## config.mk

```make
export PLATFORM = sky130hd
export DESIGN_NAME = cache_sram_peek
export DESIGN_NICKNAME = d
export VERILOG_FILES = /design/src/rtl/cache_sram_pkg.sv /design/src/rtl/sram_collision_chk.sv /design/src/rtl/cache_sram_peek.sv
export SDC_FILE = /design/constraint.sdc
export NUM_CORES = 1
export LEC_CHECK = 0
export CELL_PAD_IN_SITES_DETAIL_PLACEMENT = 1
export CELL_PAD_IN_SITES_GLOBAL_PLACEMENT = 1
export CORE_AREA = 2 2 169 171
export DETAILED_ROUTE_END_ITERATION = 8
export DIE_AREA = 0 0 171 173
export HOLD_SLACK_MARGIN = 0.1
export PLACE_DENSITY_LB_ADDON = 0.1
export SETUP_SLACK_MARGIN = 0.3
export SYNTH_ARGS = -nofsm -noshare
export SYNTH_HDL_FRONTEND = slang
export SYNTH_SLANG_ARGS = --single-unit
```

## constraint.sdc

```tcl
create_clock -name wb_clk_i -period 2.7 [get_ports wb_clk_i]
set_clock_uncertainty 0.1 [all_clocks]
set_input_delay 0.405 -clock wb_clk_i [delete_from_list [all_inputs] [get_ports wb_clk_i]]
set_output_delay 0.405 -clock wb_clk_i [all_outputs]
set_load 0.03 [all_outputs]
```

## src/rtl/cache_sram_pkg.sv

```systemverilog
// Shared types and geometry for the cache SRAM port-1 peek controller.
// Offsets are relative to the 32 KiB Wishbone window.
package cache_sram_pkg;

  typedef enum logic [1:0] {
    ST_IDLE    = 2'd0,
    ST_LAUNCH  = 2'd1,
    ST_CAPTURE = 2'd2,
    ST_ACK     = 2'd3
  } state_e;

  localparam int WIN_LSB = 15;

  // Window offset fields: bit 14 picks the array, the rest depend on it
  localparam int OFF_ARR_BIT   = 14;
  localparam int OFF_BANK_HI   = 13;
  localparam int OFF_BANK_LO   = 12;
  localparam int OFF_DROW_HI   = 11;
  localparam int OFF_DROW_LO   = 3;
  localparam int OFF_HALF_BIT  = 2;
  localparam int OFF_MACRO_BIT = 10;
  localparam int OFF_TROW_HI   = 9;
  localparam int OFF_TROW_LO   = 2;

  localparam int TAG_ROWS        = 256;
  localparam int DATA_ROWS       = 512;
  localparam int DATA_BANKS      = 4;
  localparam int MACROS_PER_BANK = 2;
  localparam int TAG_AW          = $clog2(TAG_ROWS);
  localparam int DATA_AW         = $clog2(DATA_ROWS);
  localparam int DATA_CSB_W      = DATA_BANKS * MACROS_PER_BANK;

  // Both macros of a bank hold one 64-bit word, so they are enabled together
  function automatic logic [DATA_CSB_W-1:0] data_csb_mask(input logic [1:0] bank);
    return ~(DATA_CSB_W'(2'b11) << {bank, 1'b0});
  endfunction

  function automatic logic [1:0] tag_csb_mask(input logic macro);
    return ~(2'b01 << macro);
  endfunction

endpackage

```

## src/rtl/sram_collision_chk.sv

```systemverilog
// Flags a port-0 write hitting the row that port 1 is about to read.
module sram_collision_chk #(
  parameter int AW = 8
) (
  input  logic          csb0_i,
  input  logic          web0_i,
  input  logic [AW-1:0] addr0_i,
  input  logic [AW-1:0] row_i,
  output logic          hit_o
);

  assign hit_o = ~csb0_i & ~web0_i & (addr0_i == row_i);

endmodule

```

## src/rtl/cache_sram_peek.sv

```systemverilog
// Wishbone slave that reads cache tag/data words through the idle SRAM port 1,
// stalling the launch while port 0 writes the same row.
module cache_sram_peek
  import cache_sram_pkg::*;
#(
  parameter logic [31:0] BASE_ADDR   = 32'h3000_8000,
  parameter int          RETRY_LIMIT = 15
) (
  input  logic                  wb_clk_i,
  input  logic                  wb_rst_i,
  input  logic                  wbs_cyc_i,
  input  logic                  wbs_stb_i,
  input  logic                  wbs_we_i,
  input  logic [31:0]           wbs_adr_i,
  output logic [31:0]           wbs_dat_o,
  output logic                  wbs_ack_o,
  input  logic                  tag_csb0,
  input  logic                  tag_web0,
  input  logic [TAG_AW-1:0]     tag_addr0,
  input  logic [DATA_BANKS-1:0] data_csb0,
  input  logic                  data_web0,
  input  logic [DATA_AW-1:0]    data_addr0,
  output logic [1:0]            tag_csb1,
  output logic [TAG_AW-1:0]     tag_addr1,
  input  logic [31:0]           tag_rdata0,
  input  logic [31:0]           tag_rdata1,
  output logic [DATA_CSB_W-1:0] data_csb1,
  output logic [DATA_AW-1:0]    data_addr1,
  input  logic [63:0]           data_rdata0,
  input  logic [63:0]           data_rdata1,
  input  logic [63:0]           data_rdata2,
  input  logic [63:0]           data_rdata3
);

  localparam int RW = (RETRY_LIMIT < 1) ? 1 : $clog2(RETRY_LIMIT + 1);
  localparam logic [RW-1:0] RETRY_MAX = RW'(RETRY_LIMIT);

  state_e              state_q, state_d;
  logic [RW-1:0]       retry_q, retry_d;
  logic                is_tag_q, is_tag_d;
  logic [1:0]          sel_q, sel_d;
  logic                half_q, half_d;
  logic [31:0]         dat_q, dat_d;
  logic [TAG_AW-1:0]   tag_addr1_q, tag_addr1_d;
  logic [DATA_AW-1:0]  data_addr1_q, data_addr1_d;

  logic                win_hit;
  logic                req_tag, req_half, req_macro;
  logic [1:0]          req_bank;
  logic [DATA_AW-1:0]  req_drow;
  logic [TAG_AW-1:0]   req_trow;
  logic                data_coll, tag_coll, collide;
  logic [63:0]         bank_rd;
  logic [31:0]         data_slice, tag_slice;
  logic                unused_adr;

  assign win_hit   = wbs_cyc_i & wbs_stb_i &
                     (wbs_adr_i[31:WIN_LSB] == BASE_ADDR[31:WIN_LSB]);
  assign req_tag   = wbs_adr_i[OFF_ARR_BIT];
  assign req_bank  = wbs_adr_i[OFF_BANK_HI:OFF_BANK_LO];
  assign req_drow  = wbs_adr_i[OFF_DROW_HI:OFF_DROW_LO];
  assign req_half  = wbs_adr_i[OFF_HALF_BIT];
  assign req_macro = wbs_adr_i[OFF_MACRO_BIT];
  assign req_trow  = wbs_adr_i[OFF_TROW_HI:OFF_TROW_LO];
  assign unused_adr = ^wbs_adr_i[1:0];

  // Port-0 compare against the row already latched into addr1
  sram_collision_chk #(.AW(DATA_AW)) u_data_chk (
    .csb0_i  (data_csb0[sel_q]),
    .web0_i  (data_web0),
    .addr0_i (data_addr0),
    .row_i   (data_addr1_q),
    .hit_o   (data_coll)
  );

  sram_collision_chk #(.AW(TAG_AW)) u_tag_chk (
    .csb0_i  (tag_csb0),
    .web0_i  (tag_web0),
    .addr0_i (tag_addr0),
    .row_i   (tag_addr1_q),
    .hit_o   (tag_coll)
  );

  assign collide = is_tag_q ? tag_coll : data_coll;

  always_comb begin
    bank_rd = data_rdata0;
    unique case (sel_q)
      2'd0: bank_rd = data_rdata0;
      2'd1: bank_rd = data_rdata1;
      2'd2: bank_rd = data_rdata2;
      2'd3: bank_rd = data_rdata3;
      default: bank_rd = data_rdata0;
    endcase
  end

  assign data_slice = half_q ? bank_rd[63:32] : bank_rd[31:0];
  assign tag_slice  = sel_q[0] ? tag_rdata1 : tag_rdata0;

  always_comb begin
    state_d      = state_q;
    retry_d      = retry_q;
    is_tag_d     = is_tag_q;
    sel_d        = sel_q;
    half_d       = half_q;
    dat_d        = dat_q;
    tag_addr1_d  = tag_addr1_q;
    data_addr1_d = data_addr1_q;
    tag_csb1     = '1;
    data_csb1    = '1;
    unique case (state_q)
      ST_IDLE: begin
        if (win_hit) begin
          if (wbs_we_i) begin
            dat_d   = '0;
            state_d = ST_ACK;
          end else begin
            is_tag_d = req_tag;
            half_d   = req_half;
            if (req_tag) begin
              sel_d       = {1'b0, req_macro};
              tag_addr1_d = req_trow;
            end else begin
              sel_d        = req_bank;
              data_addr1_d = req_drow;
            end
            state_d = ST_LAUNCH;
          end
        end
      end
      ST_LAUNCH: begin
        if (!wbs_cyc_i) begin
          retry_d = '0;
          state_d = ST_IDLE;
        end else if (collide && (retry_q != RETRY_MAX)) begin
          retry_d = retry_q + RW'(1);
        end else begin
          // Forced launch after RETRY_LIMIT stalls reads whatever the macro returns
          if (is_tag_q) tag_csb1  = tag_csb_mask(sel_q[0]);
          else          data_csb1 = data_csb_mask(sel_q);
          state_d = ST_CAPTURE;
        end
      end
      ST_CAPTURE: begin
        if (!wbs_cyc_i) begin
          retry_d = '0;
          state_d = ST_IDLE;
        end else begin
          dat_d   = is_tag_q ? tag_slice : data_slice;
          state_d = ST_ACK;
        end
      end
      ST_ACK: begin
        retry_d = '0;
        state_d = ST_IDLE;
      end
      default: state_d = ST_IDLE;
    endcase
  end

  always_ff @(posedge wb_clk_i) begin
    if (wb_rst_i) begin
      state_q      <= ST_IDLE;
      retry_q      <= '0;
      is_tag_q     <= 1'b0;
      sel_q        <= '0;
      half_q       <= 1'b0;
      dat_q        <= '0;
      tag_addr1_q  <= '0;
      data_addr1_q <= '0;
    end else begin
      state_q      <= state_d;
      retry_q      <= retry_d;
      is_tag_q     <= is_tag_d;
      sel_q        <= sel_d;
      half_q       <= half_d;
      dat_q        <= dat_d;
      tag_addr1_q  <= tag_addr1_d;
      data_addr1_q <= data_addr1_d;
    end
  end

  assign wbs_ack_o  = (state_q == ST_ACK);
  assign wbs_dat_o  = dat_q;
  assign tag_addr1  = tag_addr1_q;
  assign data_addr1 = data_addr1_q;

endmodule

```

Word level (Yosys, flattened, before mapping)
Index checks and enable logic that the tools add are counted.
{ "word_totals": {"in_bits": 381, "elab_cells": 83, "output_inout_bits": 60, "register_bits": 59} }
{ "op_classes": {"n_lt_le_gt_ge": 1, "eq_ne": 16, "n_shift": 2, "reduce_logical": 11, "addsub": 1, "bitwise": 14, "muxes": 30} }
{ "op_table": {"columns": ["operator", "n"], "rows": [
  ["one-hot mux 64 bit (4 select lines)", 1],
  ["2-to-1 mux 32 bit", 6],
  ["one-hot mux 32 bit (2 select lines)", 1],
  ["2-to-1 mux 8 bit", 4],
  ["2-to-1 mux 2 bit", 10],
  ["equality test 17 x 15 -> 1 bit (second input constant)", 1],
  ["2-to-1 mux 4 bit", 3],
  ["one-hot mux 4 bit (3 select lines)", 1],
  ["AND reduction 4 bit", 3],
  ["equality test 9 bit", 1],
  ["equality test 2 bit (second input constant)", 4],
  ["equality test 8 bit", 1],
  ["inequality test 2 bit (second input constant)", 4],
  ["NOT 8 bit", 1],
  ["one-hot mux 2 bit (4 select lines)", 1],
  ["<< shifter 2 x 3 -> 8 bit (first input constant)", 1],
  ["bitwise AND 1 bit", 6],
  ["inequality test 3 bit (second input constant)", 2],
  ["NOT 1 bit", 6],
  ["AND reduction 3 bit", 2],
  ["adder 4 x 1 -> 4 bit (second input constant)", 1],
  ["equality test 2 x 1 -> 1 bit (second input constant)", 2],
  ["zero test 2 bit", 2],
  ["inequality test 4 bit (second input constant)", 1],
  ["other kinds (9)", 10]
]} }

Logic depth before layout (Yosys ltp)
Gate-level depths: netlist (run 1).
{ "logic_depth": {"word_depth": 10, "mapped_depth": 8, "mapped_depth_nobuf": 7} }

By module
Synthesis (run 1) repeated with hierarchy kept, for this count alone.
{ "hier_totals": {"hier_cells": 487, "hier_area_um2": 5078.6} }
{ "modules_own_cells": {"columns": ["mod", "area_each_um2", "n_inst", "seq_area_each_um2", "cells_per_inst"], "rows": [
  ["cache_sram_peek", 4873.4, 1, 1181.1, 462],
  ["sram_collision_chk at u_data_chk", 107.6, 1, 0.0, 13],
  ["sram_collision_chk at u_tag_chk", 97.6, 1, 0.0, 12]
]} }

Worst setup path after synthesis (run 1)
Ideal clock, no wire load.
{ "synth_path": {"path_type": "reg-to-output", "startpoint": "register sel_q[1]", "endpoint": "output port data_csb1[5]", "stages_incl_launch_ff": 9, "arrival_ns": 2.079, "path_buffers": 2, "slack_ns": 0.116, "required_time_ns": 2.195, "cell_sequence": "dfxtp_1 -> clkbuf_1 -> nor2_1 -> a2111oi_0 -> nand4_1 -> a21oi_1 -> nor3_1 -> nand3b_1 -> buf_4"} }
{ "synth_between": {"elab_chain_len": 10, "elab_cells_between_ends": 13, "classes_between": "shift: 1; mux: 7; bitwise: 4; reduce/logical: 1"} }
{ "synth_lines": {"columns": ["item", "line", "rtl"], "rows": [
  ["from (decl)", "cache_sram_peek.sv:41", "logic [1:0] sel_q, sel_d;"],
  ["from (signal assigned)", "cache_sram_peek.sv:175", "sel_q <= sel_d;"],
  ["binary-select mux 1 bit (select 2 bit)", "cache_sram_peek.sv:69", ".csb0_i (data_csb0[sel_q]),"],
  ["2-to-1 mux 1 bit (implied by the code)", "cache_sram_peek.sv:69", null],
  ["NOT 1 bit", "sram_collision_chk.sv:12", "assign hit_o = ~csb0_i & ~web0_i & (addr0_i == row_i);"],
  ["bitwise AND 1 bit (2 in series)", "sram_collision_chk.sv:12", null],
  ["2-to-1 mux 1 bit", "cache_sram_peek.sv:84", "assign collide = is_tag_q ? tag_coll : data_coll;"],
  ["logical AND 1 bit", "cache_sram_peek.sv:135", "end else if (collide && (retry_q != RETRY_MAX)) begin"],
  ["2-to-1 mux 8 bit (*)", "cache_sram_peek.sv:135", null],
  ["2-to-1 mux 8 bit (*)", "cache_sram_peek.sv:132", "if (!wbs_cyc_i) begin"],
  ["2-to-1 mux 8 bit (*)", "cache_sram_peek.sv:111", "unique case (state_q)"],
  ["to (decl)", "cache_sram_peek.sv:27", "output logic [DATA_CSB_W-1:0] data_csb1,"]
]} }
Every way passes the cells marked *; elsewhere a longest branch is shown, timed or not. The select of a mux whose other input is x is not followed.

Worst setup path after layout (run 1)
{ "layout_path": {"startpoint": "register data_addr1_q[1] (netlist: data_addr1[1])", "endpoint": "output port data_csb1[2]"} }
{ "layout_between": {"elab_chain_len": 7} }
{ "layout_lines": {"columns": ["item", "line", "rtl"], "rows": [
  ["from (decl)", "cache_sram_peek.sv:45", "logic [DATA_AW-1:0] data_addr1_q, data_addr1_d;"],
  ["from (signal assigned)", "cache_sram_peek.sv:179", "data_addr1_q <= data_addr1_d;"],
  ["equality test 9 bit", "sram_collision_chk.sv:12", null],
  ["bitwise AND 1 bit", "sram_collision_chk.sv:12", null],
  ["2-to-1 mux 1 bit", "cache_sram_peek.sv:84", null],
  ["logical AND 1 bit", "cache_sram_peek.sv:135", null],
  ["2-to-1 mux 8 bit", "cache_sram_peek.sv:135", null],
  ["2-to-1 mux 8 bit", "cache_sram_peek.sv:132", null],
  ["2-to-1 mux 8 bit", "cache_sram_peek.sv:111", null]
]} }
No other way between the ends.

==> results.md, run 1 <==
Global route:
- The largest net degree at the start of global routing is between 60 and 70.
- The number of global-route vias before repair is 6770.
- The first global-routing pass estimated approximately 43000 µm of wire.
- Global routing finished with a remaining overflow of 0.
- The number of antenna violations at the first check in global routing is 3.
- The global router's overall resource usage is 0.1987.

Min path:
- The worst hold path belongs to the class flip-flop to flip-flop.
- The cell depth of the worst min-delay path is 1.
- The capture endpoint of the worst hold path is wbs_dat_o[23]$_SDFFE_PP0P_.
- The worst hold path begins at wbs_dat_o[23]$_SDFFE_PP0P_.

Worst setup path:
- Data on the critical path is required at its endpoint by 2190 ps.
- The peak fanout along the critical path is 4.
- The worst register-to-register path begins at sel_q[1]$_SDFFE_PP0P_.
- The worst setup path is captured at an output port.
- The worst setup path is launched from a flip-flop.
- The startpoint of the most critical setup path is data_addr1[1]$_SDFFE_PP0P_.
- The data arrival time of the critical path is 2130 ps.
- The reg-to-reg endpoint is wbs_dat_o[12]$_SDFFE_PP0P_.
- The category of the most critical setup path is flip-flop to output port.
- The depth of the worst register-to-register path is 7.
- Setup slack on the worst reg-to-reg path comes out at around 280 ps.

Clock tree:
- Hold repair after CTS inserted 0 buffers.
- The number of sinks handled by clock tree synthesis is between 50 and 60.
- The worst-skew pair later-pin latency is 340 ps.
- TritonCTS built the clock tree.
- The clock root buffer is sky130_fd_sc_hd__clkbuf_16.
- In this run the deepest clock path goes through 2 buffers.
- The register clock-pin slew on the reported worst setup and hold paths is 50 ps.
- TritonCTS created 9 clock buffers.
- The H-tree level count is 3.

STA:
- The worst path setup slack after routing is 66.01 ps.
- Setup repair after global routing could not meet its margin everywhere.
- The setup violation total in the final timing report is 0.
- The final critical-path share of the clock period is 0.9756.
- The smallest clock period supported by the final layout is computed as around 2600 ps.
- At the pin with the least slew margin, the transition time is just under 800 ps.
- The final number of max-transition violations is 0.
- The achievable clock frequency is 379.7 MHz.
- Headroom to the max-slew limit came out at 0.4812.
- The count of final hold-check violations is 0.

Power:
- The switching part of the total is 0.2228.
- For this design the total switching power over the nets is 0.6248 mW.
- The reported leakage power is 3.751 nW.
- Across the VDD grid, the largest voltage drop is 268.0 µV.
- The fraction of power consumed by combinational cells is 0.288.
- The internal portion of the total power is 2.179 mW.
- Of the total power, registers draw 0.309.
- The clock network fraction of total power is 0.403.
- Power spread over the standard cell area amounts to 261.4 nW/µm².
- Total power for the finished layout comes to 2.804 mW.

Place:
- The number of port buffers is approximately 440.
- OpenSTA, run right after detailed placement, puts the worst setup slack at -219.4 ps.
- The post-detailed-placement half-perimeter wirelength is 24860 µm.
- The standard cell area after detailed placement is 9987 µm².
- The congestion estimate from routability-driven global placement came to 0.9843.

Synthesis:
- The dominant combinational cell family by area after synthesis is multiplexers.
- The share of the synthesized area in compound gates (AO/OA/AOI/OAI) is 0.1691.
- The total number of yosys warnings is 0.
- The post-synthesis mux area share is 0.3842.
- The number of nets in the synthesized netlist is between 800 and 900.
- In this run the mean area of a mapped cell was 10.37 µm².
- Of the synthesized area, sequential elements account for 0.2334.
- The distinct cell type count of the synthesized netlist is 45.
- The count of mapped cells out of synthesis is 488.
- Of the total synthesized cell area, the portion taken by AND, OR, NAND and NOR gates is 0.1273.
- Of the total synthesized cell area, the portion taken by full adders, half adders and majority gates is 0.004450.
- The register bit count reported by yosys is between 50 and 60.
- The xor/xnor cell area share of the yosys netlist is 0.02942.
- The mapped netlist covers between 5000 and 6000 µm².

Floorplan:
- Measured along the x axis, the die boundary spans 171 µm.
- For this configuration, the core starts out at a cell density of 0.1832.
- The count of pins on the block boundary is around 440.
- From bottom edge to top edge, the die measures 173 µm.
- The placeable core area is 27630 µm².
- The floorplan die area is slightly below 30000 µm².
- The total number of placement rows is 61.

Detailed routing:
- Across all layers, the routed design uses 6070 vias.
- The violation count after the first detailed-route iteration is 221.
- The DRC violations left is 0.
- The count of nets left with antenna violations after detail routing is 0.
- The routed length per placed instance is 23.46 µm.
- The via-per-instance ratio is approximately 4.6.
- The final layout contains routed wiring with a total length of 31020 µm.
- Before antenna repair, the detailed router went through 4 iterations.
- The met1 wire length is 11790 µm.
- Signal routing reaches up to met5.
- After detailed routing, the met2 layer carries 16650 µm of wire.
- The routed wire length on met3 is 2077 µm.

Cells and area:
- The post-layout utilization of the core is 0.3882.
- The post-layout instance area is 10730 µm².
- The layout cell share with drive strength beyond 1 is 0.1805.
- The area overhead of the layout relative to synthesis is 111.9%.
- The final layout net count is 1319.

Status:
- The run finished with clean final reports.

Job:
- The max-capacitance violation count is 0.
worst max-delay path by stage:
stage | slack (ps) | endpoint | depth (start not counted)
2_1_floorplan | 240 | data_csb1[3] | 7
3_3_place_gp | -190 | data_csb1[3] | 9
3_5_place_dp | -220 | data_csb1[2] | 9
4_1_cts | 10 | data_csb1[2] | 7
5_1_grt | -40 | data_csb1[2] | 7
6_report | 70 | data_csb1[2] | 7
power by group through the flow:
stage	Clock (mW)	Sequential (mW)	Combinational [mW]
after floorplan	0	0.889	0.161
after global placement	0	0.887	0.778
after detailed placement	0	0.887	0.790
after CTS	1.18	0.867	0.796
after global routing	1.22	0.866	0.850
final	1.13	0.867	0.806
placed cells by master (no fill, tap or decap), types with 3 or more instances in the layout:
master	instances
sky130_fd_sc_hd__nand2b_1	5
sky130_fd_sc_hd__a21oi_1	43
sky130_fd_sc_hd__dfxtp_1	53
sky130_fd_sc_hd__nand3_1	12
sky130_fd_sc_hd__mux4_2	64
sky130_fd_sc_hd__dlymetal6s2s_1	10
sky130_fd_sc_hd__dfxtp_4	4
sky130_fd_sc_hd__nand3b_1	3
sky130_fd_sc_hd__buf_16	3
sky130_fd_sc_hd__clkdlybuf4s50_1	410
sky130_fd_sc_hd__mux2i_1	48
sky130_fd_sc_hd__nor2b_1	34
sky130_fd_sc_hd__dlygate4sd2_1	8
sky130_fd_sc_hd__clkinv_2	3
sky130_fd_sc_hd__a22o_1	29
sky130_fd_sc_hd__clkbuf_16	12
sky130_fd_sc_hd__xor2_2	3
sky130_fd_sc_hd__nor4_2	3
sky130_fd_sc_hd__xor2_1	14
sky130_fd_sc_hd__a211oi_1	36
sky130_fd_sc_hd__nor2_1	20
sky130_fd_sc_hd__buf_4	44
sky130_fd_sc_hd__buf_6	9
sky130_fd_sc_hd__nor3_1	3
sky130_fd_sc_hd__inv_1	5
sky130_fd_sc_hd__nand2_1	18
layer usage:
metal,vias up,track usage
met5,-,0
met4,2,0.04661
met3,28,0.05287
met2,271,0.3686
met1,2951,0.2234
li1,2818,-
worst max-delay path, cell delays in order (launching register included):
cell	delay, ps
sky130_fd_sc_hd__dfxtp_4	360
sky130_fd_sc_hd__xor2_2	150
sky130_fd_sc_hd__a2111oi_2	330
sky130_fd_sc_hd__nand4_1	260
sky130_fd_sc_hd__a21oi_4	270
sky130_fd_sc_hd__nor3_4	70
sky130_fd_sc_hd__nand3b_1	200
sky130_fd_sc_hd__buf_6	160
layout make-up:
| cell class | count | area (µm²) |
|---|---|---|
| diodes | 2 | 5.005 |
| multi-input cells | 371 | 3750 |
| inverters | 5 | 18.77 |
| well taps | 378 | 473.0 |
| fillers | 3080 | 16900 |
| clock buffers | 11 | 232.7 |
| repair buffers | 491 | 4994 |
| clock inverters | 5 | 53.80 |
| flip-flops and latches | 59 | 1199 |
registers in the layout, indices dropped and copies added (netlist names):
register,cells
data_addr1,9
wbs_dat_o,32
half_q,1
sel_q,2
tag_addr1,8
state_q,2
retry_q,4
is_tag_q,1
synth_stat cells, drive strengths merged:
cell type  number  share of area
or4             1         0.0015
nor2b          34          0.042
and3            1         0.0012
a2111oi         2         0.0035
or3             1         0.0012
a221oi          1         0.0017
or2             1         0.0012
nand2          19          0.014
mux2            2         0.0044
nand4           1         0.0012
a21oi          44          0.044
o21a            1         0.0015
nor3            6         0.0059
inv             5         0.0037
nand3          14          0.014
mux4           64           0.28
and2            2         0.0025
nand2b          5         0.0062
and3b           1         0.0017
xor2           17          0.029
ha              1         0.0025
nor4b           2         0.0047
a22o           29          0.050
o31a            1         0.0017
and4bb          1         0.0025
nand3b          3         0.0044
a31oi           1         0.0012
o41ai           1         0.0032
dfxtp          59           0.23
nor2           21          0.016
clkbuf         31          0.023
a211o           1         0.0017
a211oi         36          0.053
mux2i          48          0.095
maj3            1         0.0020
buf            22          0.025
a41oi           1         0.0017
o31ai           1         0.0042
a21o            1         0.0015
nor4            5         0.0074
cell families (layout without fill, tap and decap cells):
family	Yosys count	in the layout
buf+inv	58	512
simple gates	118	118
compound gates	120	120
other cells	0	2
xor+xnor	17	17
mux	114	114
fa+ha+maj	2	2
flops	59	59
what timing repair did:
item / in CTS / in global routing
pin swaps: 15 / 16
gates cloned: 2 / 4
setup endpoints to repair: 38 / 47
gates resized for setup: 32 / 19
setup buffers: 12 / 1
per-stage QoR:
step | instances | hold WS, ps | setup TNS (ps)
floorplan | 488 | 351.5 | 0
global placement | 1285 | 360.0 | -4115
detailed placement | 1285 | 364.1 | -4821
CTS | 1315 | 384.6 | 0
global route | 1322 | 394.8 | -168.3
finish | 1322 | 377.3 | 0
Note: power is estimated with default switching activity, not from simulation.
==> run 2: changes to the inputs <==
Settings changed: CORE_AREA 2 2 169 171 to 2 2 172 174, CTS_CLUSTER_DIAMETER from default to 60, DIE_AREA 0 0 171 173 to 0 0 174 176.
Clock period 2.7 ns to 2.3 ns, I/O delays scaled along.
==> run 2 against run 1 <==
Effect of this change: the run now ends with negative setup slack left; sequential cell count is the same; total power grew 20%; combinational power grew 18%; count of clock-buffer cells in the layout grew 1; sequential power grew 18%; sequential share of layout area shrank 0.79 points; critical endpoint is now data_csb1[4].
==> results.md, run 2 (synthesis results as in run 1) <==
STA:
- The transition time at the pin with the least slew margin is 995.1 ps (+216.8 ps).
- The worst hold slack is 379.9 ps (+2.574 ps).
- The remaining max-slew budget at the tightest pin is 0.3366 (-0.1445).
- The achievable clock frequency is 392.4 MHz.
- The worst path setup slack after routing is -248.5 ps (-314.5 ps).
- Setup repair after global routing could not meet its margin everywhere.
- The setup violation total in the final timing report is 24 (+24).
- The final number of max-transition violations is 0 (unchanged).
- The final critical-path share of the clock period is 1.108.
- The count of final hold-check violations is 0 (unchanged).
- The clock period minus final worst setup slack is 2549 ps.

Clock tree:
- TritonCTS built the clock tree.
- The buffer levels on the longest clock path was 2 (unchanged).
- The number of sinks handled by clock tree synthesis is 59 (unchanged).
- The worst-skew pair later-pin latency is 340 ps (about the same).
- The H-tree level count is 3 (unchanged).
- The register clock-pin slew on the reported worst setup and hold paths is 60 ps (about the same).
- The count of hold buffers inserted by post-cts repair came to 0 (unchanged).
- The total CTS buffers is 9 (unchanged).
- The clock root buffer is sky130_fd_sc_hd__clkbuf_16.

Power:
- The power per unit of standard cell area is 290.6 nW/µm² (+11%).
- The reported leakage power is 4.212 nW (+12%).
- The worst ir drop on vdd is 292.6 µV (+9.2%).

Place:
- The number of port buffers is 438 (unchanged).
- The standard cell area after detailed placement is 10200 µm² (+2.1%).
- The last weighted congestion value of the routability-driven placer is 0.7821 (-21%).
- The post-detailed-placement half-perimeter wirelength came to 25400 µm (+2.2%).

Cells and area:
- The total area of sequential cells is 1200 µm² (+0.10%).
- The layout cell share with drive strength beyond 1 is 0.2752 (+0.09476).
- The library cell used most frequently in the layout, excluding fill and tap cells, is sky130_fd_sc_hd__clkdlybuf4s50_1.
- The library cells used most frequently in the layout, excluding fill and tap cells, are 397 x sky130_fd_sc_hd__clkdlybuf4s50_1, 64 x sky130_fd_sc_hd__mux4_2, 52 x sky130_fd_sc_hd__dfxtp_1, 48 x sky130_fd_sc_hd__mux2i_1, 47 x sky130_fd_sc_hd__buf_4.
- The number of flip-flops in the largest register is 32 (unchanged).
- The area of combinational cells with multiple inputs is 4099 µm² (+9.3%).
- The filler cell count is 3229 (+4.8%).
- The post-layout utilization of the core is 0.4046 (+0.01644).
- The area overhead of the layout relative to synthesis is 128.2%.
- The post-layout instance area was 11550 µm² (+7.7%).
- The final layout net count is 1358 (+3.0%).

Global route:
- The global-route wire length before repair came to 44680 µm (+3.4%).
- The number of antenna violations at the first check in global routing is 5 (+2).
- The number of global-route vias before repair came to 6883 (+1.7%).
- The global router's overall resource usage came to 0.2001 (+0.001417).
- The leftover overflow at the end of global routing is 0 (unchanged).
- The largest net degree at the start of global routing is 66 (-1.5%).

Worst setup path:
- The depth of the worst register-to-register path was 11 (+4).
- The required time at the worst-slack endpoint is 1860 ps (-330 ps).
- By startpoint and endpoint, the worst setup path is classified as primary input to output port.
- The data arrival time of the critical path is 2100 ps (-30 ps).
- The peak fanout along the critical path is 4 (unchanged).
- STA classifies the critical path endpoint as an output port.
- STA classifies the critical path startpoint as a primary input.
- The worst register-to-register path ends at wbs_dat_o[28]$_SDFFE_PP0P_.
- The register-to-register setup slack was -70 ps (-350 ps).
- The startpoint identified for the worst register-to-register timing path is sel_q[1]$_SDFFE_PP0P_.

Detailed routing:
- The DRC violations left is 0 (unchanged).
- The via-per-instance ratio came to 4.544 (-1.0%).
- The count of nets left with antenna violations after detail routing is 0 (unchanged).
- The total number of vias is 6207 (+2.3%).
- The routed length per placed instance came to 23.43 µm (-0.14%).
- The violation count after the first detailed-route iteration is 167 (-24%).
- The number of iterations in the first detailed-routing pass is 4 (unchanged).
- The final routed wirelength across all metal layers was 32000 µm (+3.2%).

Job:
- The max-capacitance violation count was 0 (unchanged).

Min path:
- The startpoint identified for the worst hold timing path is wbs_dat_o[12]$_SDFFE_PP0P_.
- The tightest min-delay check is of the flip-flop to flip-flop type.
- For hold timing, the worst endpoint is wbs_dat_o[12]$_SDFFE_PP0P_.
- The cell depth of the worst min-delay path was 1 (unchanged).

Floorplan:
- The total number of placement rows is 62 (+1.6%).
- The placeable core area came to 28550 µm² (+3.3%).
- The x dimension of the die is 174 µm (+1.8%).
- The effective utilization at floorplan is 0.1773 (-0.005893).
- The floorplan die area is 30620 µm² (+3.5%).
- The die outline height is 176 µm (+1.7%).
- The count of pins on the block boundary is 441 (unchanged).

Status:
- The checks that failed: negative setup slack.
- The flow ran to the end, but the final reports show violations.
-- run 2: cell count changes in the layout (fill, tap and decap cells not counted), moves of 4 or more --
cell	before	now
sky130_fd_sc_hd__a211oi_1	36	5
sky130_fd_sc_hd__a211oi_2	0	29
sky130_fd_sc_hd__buf_6	9	29
sky130_fd_sc_hd__nor2b_1	34	18
sky130_fd_sc_hd__nor2b_4	0	16
sky130_fd_sc_hd__clkdlybuf4s50_1	410	397
sky130_fd_sc_hd__buf_12	2	12
sky130_fd_sc_hd__buf_8	0	5
sky130_fd_sc_hd__dlygate4sd2_1	8	13
sky130_fd_sc_hd__a21oi_1	43	39
sky130_fd_sc_hd__a21oi_2	0	4
sky130_fd_sc_hd__clkbuf_2	0	4
-- run 2: how the worst max path moves through the flow --
stage / end / from / slack, ps
CTS: data_csb1[4] / data_addr1[1]$_SDFFE_PP0P_ / -220
global placement: tag_csb1[0] / data_addr0[1] / -300
global route: data_csb1[4] / sel_q[1]$_SDFFE_PP0P_ / -310
floorplan: data_csb1[3] / data_addr1[1]$_SDFFE_PP0P_ / -70
detailed placement: data_csb1[4] / data_addr0[1] / -390
finish: data_csb1[4] / data_web0 / -250
-- run 2: where the power goes --
part	switching [mW]	total, mW	internal [mW]
logic	0.243	0.952	0.709
registers	0.000000729	1.02	1.02
clock network	0.532	1.39	0.856
-- run 2: layout make-up --
class,count,area share
Tap cell,384,0.04159
Clock buffer,12,0.02405
Clock inverter,4,0.002600
Sequential cell,59,0.1039
Timing Repair Buffer,527,0.4712
Inverter,5,0.001625
Antenna cell,1,0.0002166
Multi-Input combinational cell,374,0.3549
-- run 2: per-layer routing --
layer / track usage / vias to the layer above / wire length (µm)
met1: 0.2332 / 3070 / 12610
met2: 0.3737 / 223 / 17180
met5: 0 / - / 11
met3: 0.04996 / 17 / 1942
li1: - / 2895 / -
met4: 0.03466 / 2 / 255
-- run 2: critical path, stage by stage --
cell and delay [ps]:
sky130_fd_sc_hd__clkdlybuf4s50_1 390, sky130_fd_sc_hd__or2_0 230, sky130_fd_sc_hd__a2111oi_2 220, sky130_fd_sc_hd__nand4_1 250, sky130_fd_sc_hd__a21oi_4 270, sky130_fd_sc_hd__nor3_4 70, sky130_fd_sc_hd__nand3b_1 170, sky130_fd_sc_hd__buf_6 160
-- run 2: repair_timing --
item | CTS | global route
cloned | 9 | 0
setup endpoints to repair | 67 | 69
buffers inserted | 23 | 10
pin swaps | 58 | 45
gates resized for setup | 123 | 61
-- run 2: stage by stage --
step           TNS, ps  power, mW  setup WS [ps]  cells
2_1_floorplan   -167.0      1.237         -69.53    488
5_1_grt          -5211      3.497         -309.8   1366
3_3_place_gp    -14310      1.950         -304.1   1307
4_1_cts          -2181      3.398         -220.9   1355
6_report         -2374      3.357         -248.5   1366
3_5_place_dp    -15640      1.958         -385.4   1307
